`src/rtl/data_memory_arbiter_if.sv`:
```
// Two requester ports plus the Data_memory command/return signals of data_memory_arbiter.
// slave = arbiter side, master = requesters and memory side.
`ifndef INTERNAL_BITS
`define INTERNAL_BITS 32
`endif
interface data_memory_arbiter_if #(
  parameter int ADDR_BITS = 13,
  parameter int DATA_BITS = `INTERNAL_BITS
);
  logic                 req0_valid, req0_write, req0_ready;
  logic [ADDR_BITS-1:0] req0_addr;
  logic [DATA_BITS-1:0] req0_wdata;
  logic                 rsp0_valid;
  logic [DATA_BITS-1:0] rsp0_rdata;

  logic                 req1_valid, req1_write, req1_ready;
  logic [ADDR_BITS-1:0] req1_addr;
  logic [DATA_BITS-1:0] req1_wdata;
  logic                 rsp1_valid;
  logic [DATA_BITS-1:0] rsp1_rdata;

  logic                 mem_read_enable, mem_write_enable;
  logic [ADDR_BITS-1:0] mem_address;
  logic [DATA_BITS-1:0] mem_write_data;
  logic [DATA_BITS-1:0] mem_data_out;

  modport slave (
    input  req0_valid, req0_write, req0_addr, req0_wdata,
    output req0_ready, rsp0_valid, rsp0_rdata,
    input  req1_valid, req1_write, req1_addr, req1_wdata,
    output req1_ready, rsp1_valid, rsp1_rdata,
    output mem_read_enable, mem_write_enable, mem_address, mem_write_data,
    input  mem_data_out
  );

  modport master (
    output req0_valid, req0_write, req0_addr, req0_wdata,
    input  req0_ready, rsp0_valid, rsp0_rdata,
    output req1_valid, req1_write, req1_addr, req1_wdata,
    input  req1_ready, rsp1_valid, rsp1_rdata,
    input  mem_read_enable, mem_write_enable, mem_address, mem_write_data,
    output mem_data_out
  );
endinterface

```
`src/rtl/data_memory_arbiter.sv`:
```
// Round-robin, burst-limited sharing of one Data_memory port by two requesters; optional DMEM_ARB_STATS_EN counters.
// Latency: command registered on the accept edge; rspN valid MEM_LAT+1 edges after that edge.
// Backpressure: reqN_ready withheld from the non-granted port; responses cannot be stalled.
`ifndef INTERNAL_BITS
`define INTERNAL_BITS 32
`endif
module data_memory_arbiter #(
  parameter int ADDR_BITS = 13,
  parameter int DATA_BITS = `INTERNAL_BITS,
  parameter int MEM_LAT   = 1,
  parameter int BURST     = 4
) (
  input  logic CLK,
  input  logic RST,
  data_memory_arbiter_if.slave bus
`ifdef DMEM_ARB_STATS_EN
  ,
  output logic [15:0] stat_gnt0,
  output logic [15:0] stat_gnt1,
  output logic [15:0] stat_conflict
`endif
);
  typedef enum logic [1:0] {IDLE, OWN0, OWN1} state_t;
  localparam logic [3:0] BURST_C = 4'(BURST);

  state_t               state;
  logic [3:0]           cnt;
  logic                 rr;
  logic                 gnt_vld, gnt_port;
  logic                 sel_write;
  logic [ADDR_BITS-1:0] sel_addr;
  logic [DATA_BITS-1:0] sel_wdata;
  logic [MEM_LAT:0]     tag_vld, tag_port;

  // Grant is held off during reset so every output reads 0 while RST is high.
  always_comb begin
    gnt_vld  = 1'b0;
    gnt_port = 1'b0;
    if (!RST) begin
      case (state)
        IDLE: begin
          if (bus.req0_valid || bus.req1_valid) begin
            gnt_vld  = 1'b1;
            gnt_port = (bus.req0_valid && bus.req1_valid) ? rr : bus.req1_valid;
          end
        end
        OWN0: begin
          if (bus.req0_valid && (!bus.req1_valid || cnt < BURST_C)) begin
            gnt_vld = 1'b1;
          end else if (bus.req1_valid) begin
            gnt_vld  = 1'b1;
            gnt_port = 1'b1;
          end
        end
        OWN1: begin
          if (bus.req1_valid && (!bus.req0_valid || cnt < BURST_C)) begin
            gnt_vld  = 1'b1;
            gnt_port = 1'b1;
          end else if (bus.req0_valid) begin
            gnt_vld = 1'b1;
          end
        end
        default: ;
      endcase
    end
  end

  assign bus.req0_ready = gnt_vld & ~gnt_port;
  assign bus.req1_ready = gnt_vld & gnt_port;
  assign sel_write      = gnt_port ? bus.req1_write : bus.req0_write;
  assign sel_addr       = gnt_port ? bus.req1_addr  : bus.req0_addr;
  assign sel_wdata      = gnt_port ? bus.req1_wdata : bus.req0_wdata;

  always_ff @(posedge CLK or posedge RST) begin
    if (RST) begin
      state                <= IDLE;
      cnt                  <= '0;
      rr                   <= 1'b0;
      bus.mem_read_enable  <= 1'b0;
      bus.mem_write_enable <= 1'b0;
      bus.mem_address      <= '0;
      bus.mem_write_data   <= '0;
    end else begin
      bus.mem_read_enable  <= gnt_vld & ~sel_write;
      bus.mem_write_enable <= gnt_vld & sel_write;
      if (gnt_vld) begin
        bus.mem_address    <= sel_addr;
        bus.mem_write_data <= sel_wdata;
        rr                 <= ~gnt_port;
        if (state == (gnt_port ? OWN1 : OWN0)) begin
          if (cnt != BURST_C) cnt <= cnt + 4'd1;
        end else begin
          state <= gnt_port ? OWN1 : OWN0;
          cnt   <= 4'd1;
        end
      end else begin
        state <= IDLE;
        cnt   <= '0;
      end
    end
  end

  // Read tags ride alongside the memory pipeline; the last stage steers Data_out.
  always_ff @(posedge CLK or posedge RST) begin
    if (RST) begin
      tag_vld        <= '0;
      tag_port       <= '0;
      bus.rsp0_valid <= 1'b0;
      bus.rsp1_valid <= 1'b0;
      bus.rsp0_rdata <= '0;
      bus.rsp1_rdata <= '0;
    end else begin
      tag_vld        <= {tag_vld[MEM_LAT-1:0], gnt_vld & ~sel_write};
      tag_port       <= {tag_port[MEM_LAT-1:0], gnt_port};
      bus.rsp0_valid <= tag_vld[MEM_LAT] & ~tag_port[MEM_LAT];
      bus.rsp1_valid <= tag_vld[MEM_LAT] & tag_port[MEM_LAT];
      if (tag_vld[MEM_LAT] && !tag_port[MEM_LAT]) bus.rsp0_rdata <= bus.mem_data_out;
      if (tag_vld[MEM_LAT] && tag_port[MEM_LAT])  bus.rsp1_rdata <= bus.mem_data_out;
    end
  end

`ifdef DMEM_ARB_STATS_EN
  always_ff @(posedge CLK or posedge RST) begin
    if (RST) begin
      stat_gnt0     <= '0;
      stat_gnt1     <= '0;
      stat_conflict <= '0;
    end else begin
      if (gnt_vld && !gnt_port && stat_gnt0 != 16'hFFFF) stat_gnt0 <= stat_gnt0 + 16'd1;
      if (gnt_vld && gnt_port && stat_gnt1 != 16'hFFFF)  stat_gnt1 <= stat_gnt1 + 16'd1;
      if (gnt_vld && bus.req0_valid && bus.req1_valid && stat_conflict != 16'hFFFF)
        stat_conflict <= stat_conflict + 16'd1;
    end
  end
`endif
endmodule

```
`src/flat_wrapper.sv`:
```
// flat-port wrapper written by rule: the top's interface ports become plain ports
module data_memory_arbiter_flat 
#(
  parameter int ADDR_BITS = 13,
  parameter int DATA_BITS = `INTERNAL_BITS,
  parameter int MEM_LAT   = 1,
  parameter int BURST     = 4
)
  (CLK, RST, bus_req0_valid, bus_req0_write, bus_req0_addr, bus_req0_wdata, bus_req0_ready, bus_rsp0_valid, bus_rsp0_rdata, bus_req1_valid, bus_req1_write, bus_req1_addr, bus_req1_wdata, bus_req1_ready, bus_rsp1_valid, bus_rsp1_rdata, bus_mem_read_enable, bus_mem_write_enable, bus_mem_address, bus_mem_write_data, bus_mem_data_out);
  data_memory_arbiter_if #(.ADDR_BITS(ADDR_BITS), .DATA_BITS(DATA_BITS)) bus_i ();
  input  logic CLK;
  input  logic RST;
  input wire logic [$bits(bus_i.req0_valid)-1:0] bus_req0_valid;
  input wire logic [$bits(bus_i.req0_write)-1:0] bus_req0_write;
  input wire logic [$bits(bus_i.req0_addr)-1:0] bus_req0_addr;
  input wire logic [$bits(bus_i.req0_wdata)-1:0] bus_req0_wdata;
  output wire logic [$bits(bus_i.req0_ready)-1:0] bus_req0_ready;
  output wire logic [$bits(bus_i.rsp0_valid)-1:0] bus_rsp0_valid;
  output wire logic [$bits(bus_i.rsp0_rdata)-1:0] bus_rsp0_rdata;
  input wire logic [$bits(bus_i.req1_valid)-1:0] bus_req1_valid;
  input wire logic [$bits(bus_i.req1_write)-1:0] bus_req1_write;
  input wire logic [$bits(bus_i.req1_addr)-1:0] bus_req1_addr;
  input wire logic [$bits(bus_i.req1_wdata)-1:0] bus_req1_wdata;
  output wire logic [$bits(bus_i.req1_ready)-1:0] bus_req1_ready;
  output wire logic [$bits(bus_i.rsp1_valid)-1:0] bus_rsp1_valid;
  output wire logic [$bits(bus_i.rsp1_rdata)-1:0] bus_rsp1_rdata;
  output wire logic [$bits(bus_i.mem_read_enable)-1:0] bus_mem_read_enable;
  output wire logic [$bits(bus_i.mem_write_enable)-1:0] bus_mem_write_enable;
  output wire logic [$bits(bus_i.mem_address)-1:0] bus_mem_address;
  output wire logic [$bits(bus_i.mem_write_data)-1:0] bus_mem_write_data;
  input wire logic [$bits(bus_i.mem_data_out)-1:0] bus_mem_data_out;
  assign bus_i.req0_valid = bus_req0_valid;
  assign bus_i.req0_write = bus_req0_write;
  assign bus_i.req0_addr = bus_req0_addr;
  assign bus_i.req0_wdata = bus_req0_wdata;
  assign bus_req0_ready = bus_i.req0_ready;
  assign bus_rsp0_valid = bus_i.rsp0_valid;
  assign bus_rsp0_rdata = bus_i.rsp0_rdata;
  assign bus_i.req1_valid = bus_req1_valid;
  assign bus_i.req1_write = bus_req1_write;
  assign bus_i.req1_addr = bus_req1_addr;
  assign bus_i.req1_wdata = bus_req1_wdata;
  assign bus_req1_ready = bus_i.req1_ready;
  assign bus_rsp1_valid = bus_i.rsp1_valid;
  assign bus_rsp1_rdata = bus_i.rsp1_rdata;
  assign bus_mem_read_enable = bus_i.mem_read_enable;
  assign bus_mem_write_enable = bus_i.mem_write_enable;
  assign bus_mem_address = bus_i.mem_address;
  assign bus_mem_write_data = bus_i.mem_write_data;
  assign bus_i.mem_data_out = bus_mem_data_out;
  data_memory_arbiter #(.ADDR_BITS(ADDR_BITS), .DATA_BITS(DATA_BITS), .MEM_LAT(MEM_LAT), .BURST(BURST)) u_core (.CLK(CLK), .RST(RST), .bus(bus_i));
endmodule
```
`config.mk`:
```
export PLATFORM = sky130hd
export DESIGN_NAME = data_memory_arbiter_flat
export DESIGN_NICKNAME = d
export VERILOG_FILES = /design/src/rtl/data_memory_arbiter_if.sv /design/src/rtl/data_memory_arbiter.sv /design/src/flat_wrapper.sv
export SDC_FILE = /design/constraint.sdc
export NUM_CORES = 1
export LEC_CHECK = 0
export CORE_MARGIN = 2
export CORE_UTILIZATION = 44
export CTS_CLUSTER_DIAMETER = 60
export DETAILED_ROUTE_END_ITERATION = 8
export HOLD_SLACK_MARGIN = 0.08
export PLACE_DENSITY = 0.94
export SLEW_MARGIN = 20
export SYNTH_ARGS = -nofsm -noshare
export SYNTH_HDL_FRONTEND = slang
export SYNTH_SLANG_ARGS = --single-unit
```
`constraint.sdc`:
```
create_clock -name CLK -period 16.1 [get_ports CLK]
set_input_delay 4.025 -clock CLK [delete_from_list [all_inputs] [get_ports CLK]]
set_output_delay 4.025 -clock CLK [all_outputs]
set_load 0.01 [all_outputs]
```
==> impl_table.tex <==
\begin{tabular}{lr}
\hline
Metric & Value \\
\hline
\multicolumn{2}{l}{\textbf{GRT}} \\
Overflow left after global routing & 0 \\
Global-route wire length before repair & between 20000 and 25000 um \\
All-Layer GR Usage & 0.236 \\
Largest net degree at the start of global routing & 81 \\
Initial antenna violation count & 0 \\
Number of global-route vias before repair & 4218 \\
\multicolumn{2}{l}{\textbf{Floorplanning}} \\
Horiz. Die Dim & 110 um \\
Std-Cell Rows & 38 \\
Die area & between 10000 and 15000 um2 \\
Ports placed on the boundary & around 240 \\
Core region area & between 10000 and 15000 um2 \\
Starting density of the core & 0.455 \\
Vertical extent of the die & 110 um \\
\multicolumn{2}{l}{\textbf{Worst setup path}} \\
Crit. End Element & output pin \\
Critical path class & in -> out \\
Worst reg2reg path endpoint & u\_core.bus.mem\_address[6] \\
Slowest CP cell & clkdlybuf4s50\_1 \\
Number of buffer and inverter stages on the critical path & 5 \\
Data arrival at the endpoint of the critical path & between 6 and 7 ns \\
Setup slack on the worst flop-to-flop path & 13.91 ns \\
Max FO, Critical Path & slightly above 50 \\
Critical path data required time & 12.07 ns \\
Launch point of the worst reg-to-reg path & u\_core.state[0] \\
Worst path cell trace & clkdlybuf4s50\_1 > inv\_4 > o211ai\_1 > buf\_4 > a21oi\_4 > buf\_4 > clkdlybuf4s50\_1 \\
Depth of the worst register-to-register path & 5 \\
Largest stage delay, worst path & between 0.6 and 0.7 ns \\
Startpoint Class & input port \\
Family of cells with the greatest summed delay on the critical path & buffers and inverters \\
\multicolumn{2}{l}{\textbf{Place}} \\
Port Buffer Count & $\sim$240 \\
DP Wirelength & just over 10000 um \\
Placer congestion estimate & 0.825 \\
Worst setup slack after placement & 5.40 ns \\
\multicolumn{2}{l}{\textbf{Synthesis}} \\
FF+latch count, synth & about 120 \\
FFs w/ async S/R, synth & 1.00 \\
Leading area contributor after synthesis & dfrtp\_1 \\
Warnings, synthesis & 0 \\
Top cell type's share of synthesized area & 0.619 \\
Top cells by area in the synthesized netlist & dfrtp\_1, mux2\_2, a221o\_1 \\
Register area share after synthesis & 0.619 \\
Area of the mapped netlist & $\sim$5000 um2 \\
Count of flip-flops with a built-in enable after synthesis & 0 \\
Mean area per synthesized cell & $\sim$14 um2 \\
Most used flip-flop cell after synthesis & dfrtp\_1 \\
Count of cell types in the netlist & 32 \\
Post-Syn Instances & between 300 and 400 \\
Net count of the mapped netlist & about 480 \\
\multicolumn{2}{l}{\textbf{CTS}} \\
Post-cts hold buffer count & 0 \\
Number of buffers between clock root and the deepest sink & 2 \\
Root buffer cell & clkbuf\_16 \\
Clock latency at the later pin of the worst-skew pair & approximately 0.41 ns \\
Clock sink total & between 100 and 150 \\
Post-CTS Resized & 0 \\
Number of CTS-inserted buffers & 17 \\
Number of setup buffers added after CTS & 0 \\
Reg clk slew, reported paths & approximately 0.05 ns \\
Clock tree from TritonCTS & yes \\
Level count of the clock H-tree & 4 \\
\multicolumn{2}{l}{\textbf{Run}} \\
Number of maximum-capacitance constraint violations & 0 \\
\multicolumn{2}{l}{\textbf{Route}} \\
First DRT Iteration DRCs & between 200 and 300 \\
Detailed-route wire length & $\sim$14000 um \\
Post-detailed-route DRC marker count & 0 \\
Post-detailed-route count of antenna-violating nets & 0 \\
Number of optimization iterations in the first detailed-route pass & 5 \\
Post-DR vias/cell & roughly 5.3 \\
Overall via count from detail\_route & about 3900 \\
Wire length per cell after detailed routing & 19.1 um \\
\multicolumn{2}{l}{\textbf{Hold path}} \\
Type of the worst min-delay path & reg -> reg \\
Worst hold path cell count & 0 \\
Hold wc startpoint & u\_core.tag\_port[0] \\
Worst Hold Endpoint & u\_core.tag\_port[1] \\
\multicolumn{2}{l}{\textbf{Timing}} \\
Max Clock Freq & roughly 0.093 GHz \\
Setup TNS after final layout & 0 ns \\
Period minus WS final & 10.70 ns \\
Setup violations, final & 0 \\
Share of the clock period used by the worst path & 0.664 \\
Slew margin rel. & 0.515 \\
Final number of max-transition violations & 0 \\
Maximum clock skew at final layout & 0.0103 ns \\
Post-route setup slack & around 5.4 ns \\
Hold violation count in the final report & 0 \\
Unrepaired setup endpoints after global routing & false \\
Worst-Margin Slew & 0.727 ns \\
\multicolumn{2}{l}{\textbf{Power and ir drop}} \\
Largest voltage drop on the vdd net & around 0.000088 V \\
LEAKAGE & between 3 and 4 nW \\
Power density normalized to cell area & around 140 nW/um2 \\
\multicolumn{2}{l}{\textbf{Cells and area}} \\
Layout fillers & slightly below 700 \\
Count of nets after finishing & between 700 and 800 \\
Count of inserted antenna diode cells & 0 \\
Synth-to-Final Area Change & 63.0\% \\
Fraction of final layout cells with drive strength greater than 1 & 0.172 \\
\multicolumn{2}{l}{\textbf{Status}} \\
Run status & completed \\
\hline
\end{tabular}
synth_stat cells (2+ instances only):
cell and count:
mux2_2 64, and3_1 2, a21oi_1 5, o21ai_0 2, buf_2 5, nor3_1 2, nand2b_1 2, a21boi_0 2
ha_1 2, clkbuf_1 11, buf_1 3, inv_1 5, nor2b_1 4, nand4b_1 2, nand3_1 3, buf_6 4
dfrtp_1 123, o211a_1 2, a221o_1 45, and2_1 47, nand2_1 2
power breakdown:
group	total [mW]	leakage (nW)	internal, mW	switching, mW
Clock	0.391	0.292	0.256	0.135
Combinational	0.321	1.63	0.205	0.116
Sequential	0.424	1.47	0.381	0.0431
Total	1.14	3.40	0.841	0.294
cells in the final DEF (no fill, tap or decap), drive strengths merged, types with 2 or more instances in the layout:
cell and instances:
nand4b 2, and3 2, nand2 2, nand2b 2, a21oi 6, nor3 2
clkbuf 22, clkinv 4, ha 2, a21boi 2, bufinv 3, dfrtp 123
o211a 2, inv 5, and2 48, a221o 45, mux2 64, buf 5
o21ai 2, clkdlybuf4s50 242, nor2b 4, clkinvlp 3, nand3 3
per-layer routing:
metal | vias up | global-route usage | part of all wire
met5 | - | 0 | 0
met4 | 0 | 0.0768 | 0.015
met3 | 21 | 0.105 | 0.11
met2 | 219 | 0.402 | 0.49
met1 | 1933 | 0.265 | 0.38
li1 | 1775 | - | -
how the worst max path moves through the flow:
stage / start / endpoint / depth (start not counted) / slack (ns)
detailed placement: RST / bus_req0_ready / 7 / 5.40
global placement: RST / bus_req0_ready / 7 / 5.45
global route: RST / bus_req0_ready / 7 / 5.19
finish: RST / bus_req0_ready / 7 / 5.40
CTS: RST / bus_req0_ready / 7 / 5.38
floorplan: RST / bus_req0_ready / 4 / 4.05
per-stage QoR:
step / utilization / total power [mW] / instance area [um2] / hold WS (ns) / std cells
after floorplan: - / 0.544 / 4970 / 0.331 / 348
after global placement: 0.685 / 0.734 / 7490 / 0.332 / 712
after detailed placement: 0.685 / 0.749 / 7490 / 0.345 / 712
after CTS: 0.741 / 1.14 / 8110 / 0.355 / 744
after global routing: 0.742 / 1.19 / 8110 / 0.360 / 744
final: 0.742 / 1.14 / 8110 / 0.350 / 744
kinds of logic (layout without fill, tap and decap cells):
kind of cell    Yosys count  in the layout  share of synthesized area
mux                      65             65                      0.147
fa+ha+maj                 2              2                    0.00503
buf+inv                  28            284                     0.0284
flops                   123            123                      0.619
simple gates             68             68                     0.0853
xor+xnor                  1              1                    0.00176
compound gates           61             61                      0.114
state kept, by name, indices dropped and copies added, names as in the netlist:
name / flops
u_core.cnt: 4
u_core.bus.mem_write_data: 32
u_core.rr: 1
u_core.bus.mem_write_enable: 1
u_core.state: 2
u_core.bus.rsp0_rdata: 32
u_core.tag_vld: 2
u_core.bus.rsp1_rdata: 32
u_core.tag_port: 2
u_core.bus.rsp1_valid: 1
u_core.bus.mem_address: 13
u_core.bus.rsp0_valid: 1
cell type report:
| cell class | count | area, um2 | area share |
|---|---|---|---|
| flip-flops and latches | 123 | 3080 | 0.380 |
| inverters | 5 | 21.3 | 0.00262 |
| multi-input cells | 197 | 1760 | 0.217 |
| clock buffers | 22 | 474 | 0.0585 |
| repair buffers | 247 | 2460 | 0.304 |
| clock inverters | 10 | 140 | 0.0173 |
| well taps | 140 | 175 | 0.0216 |
(Power assumes the default switching activity.)
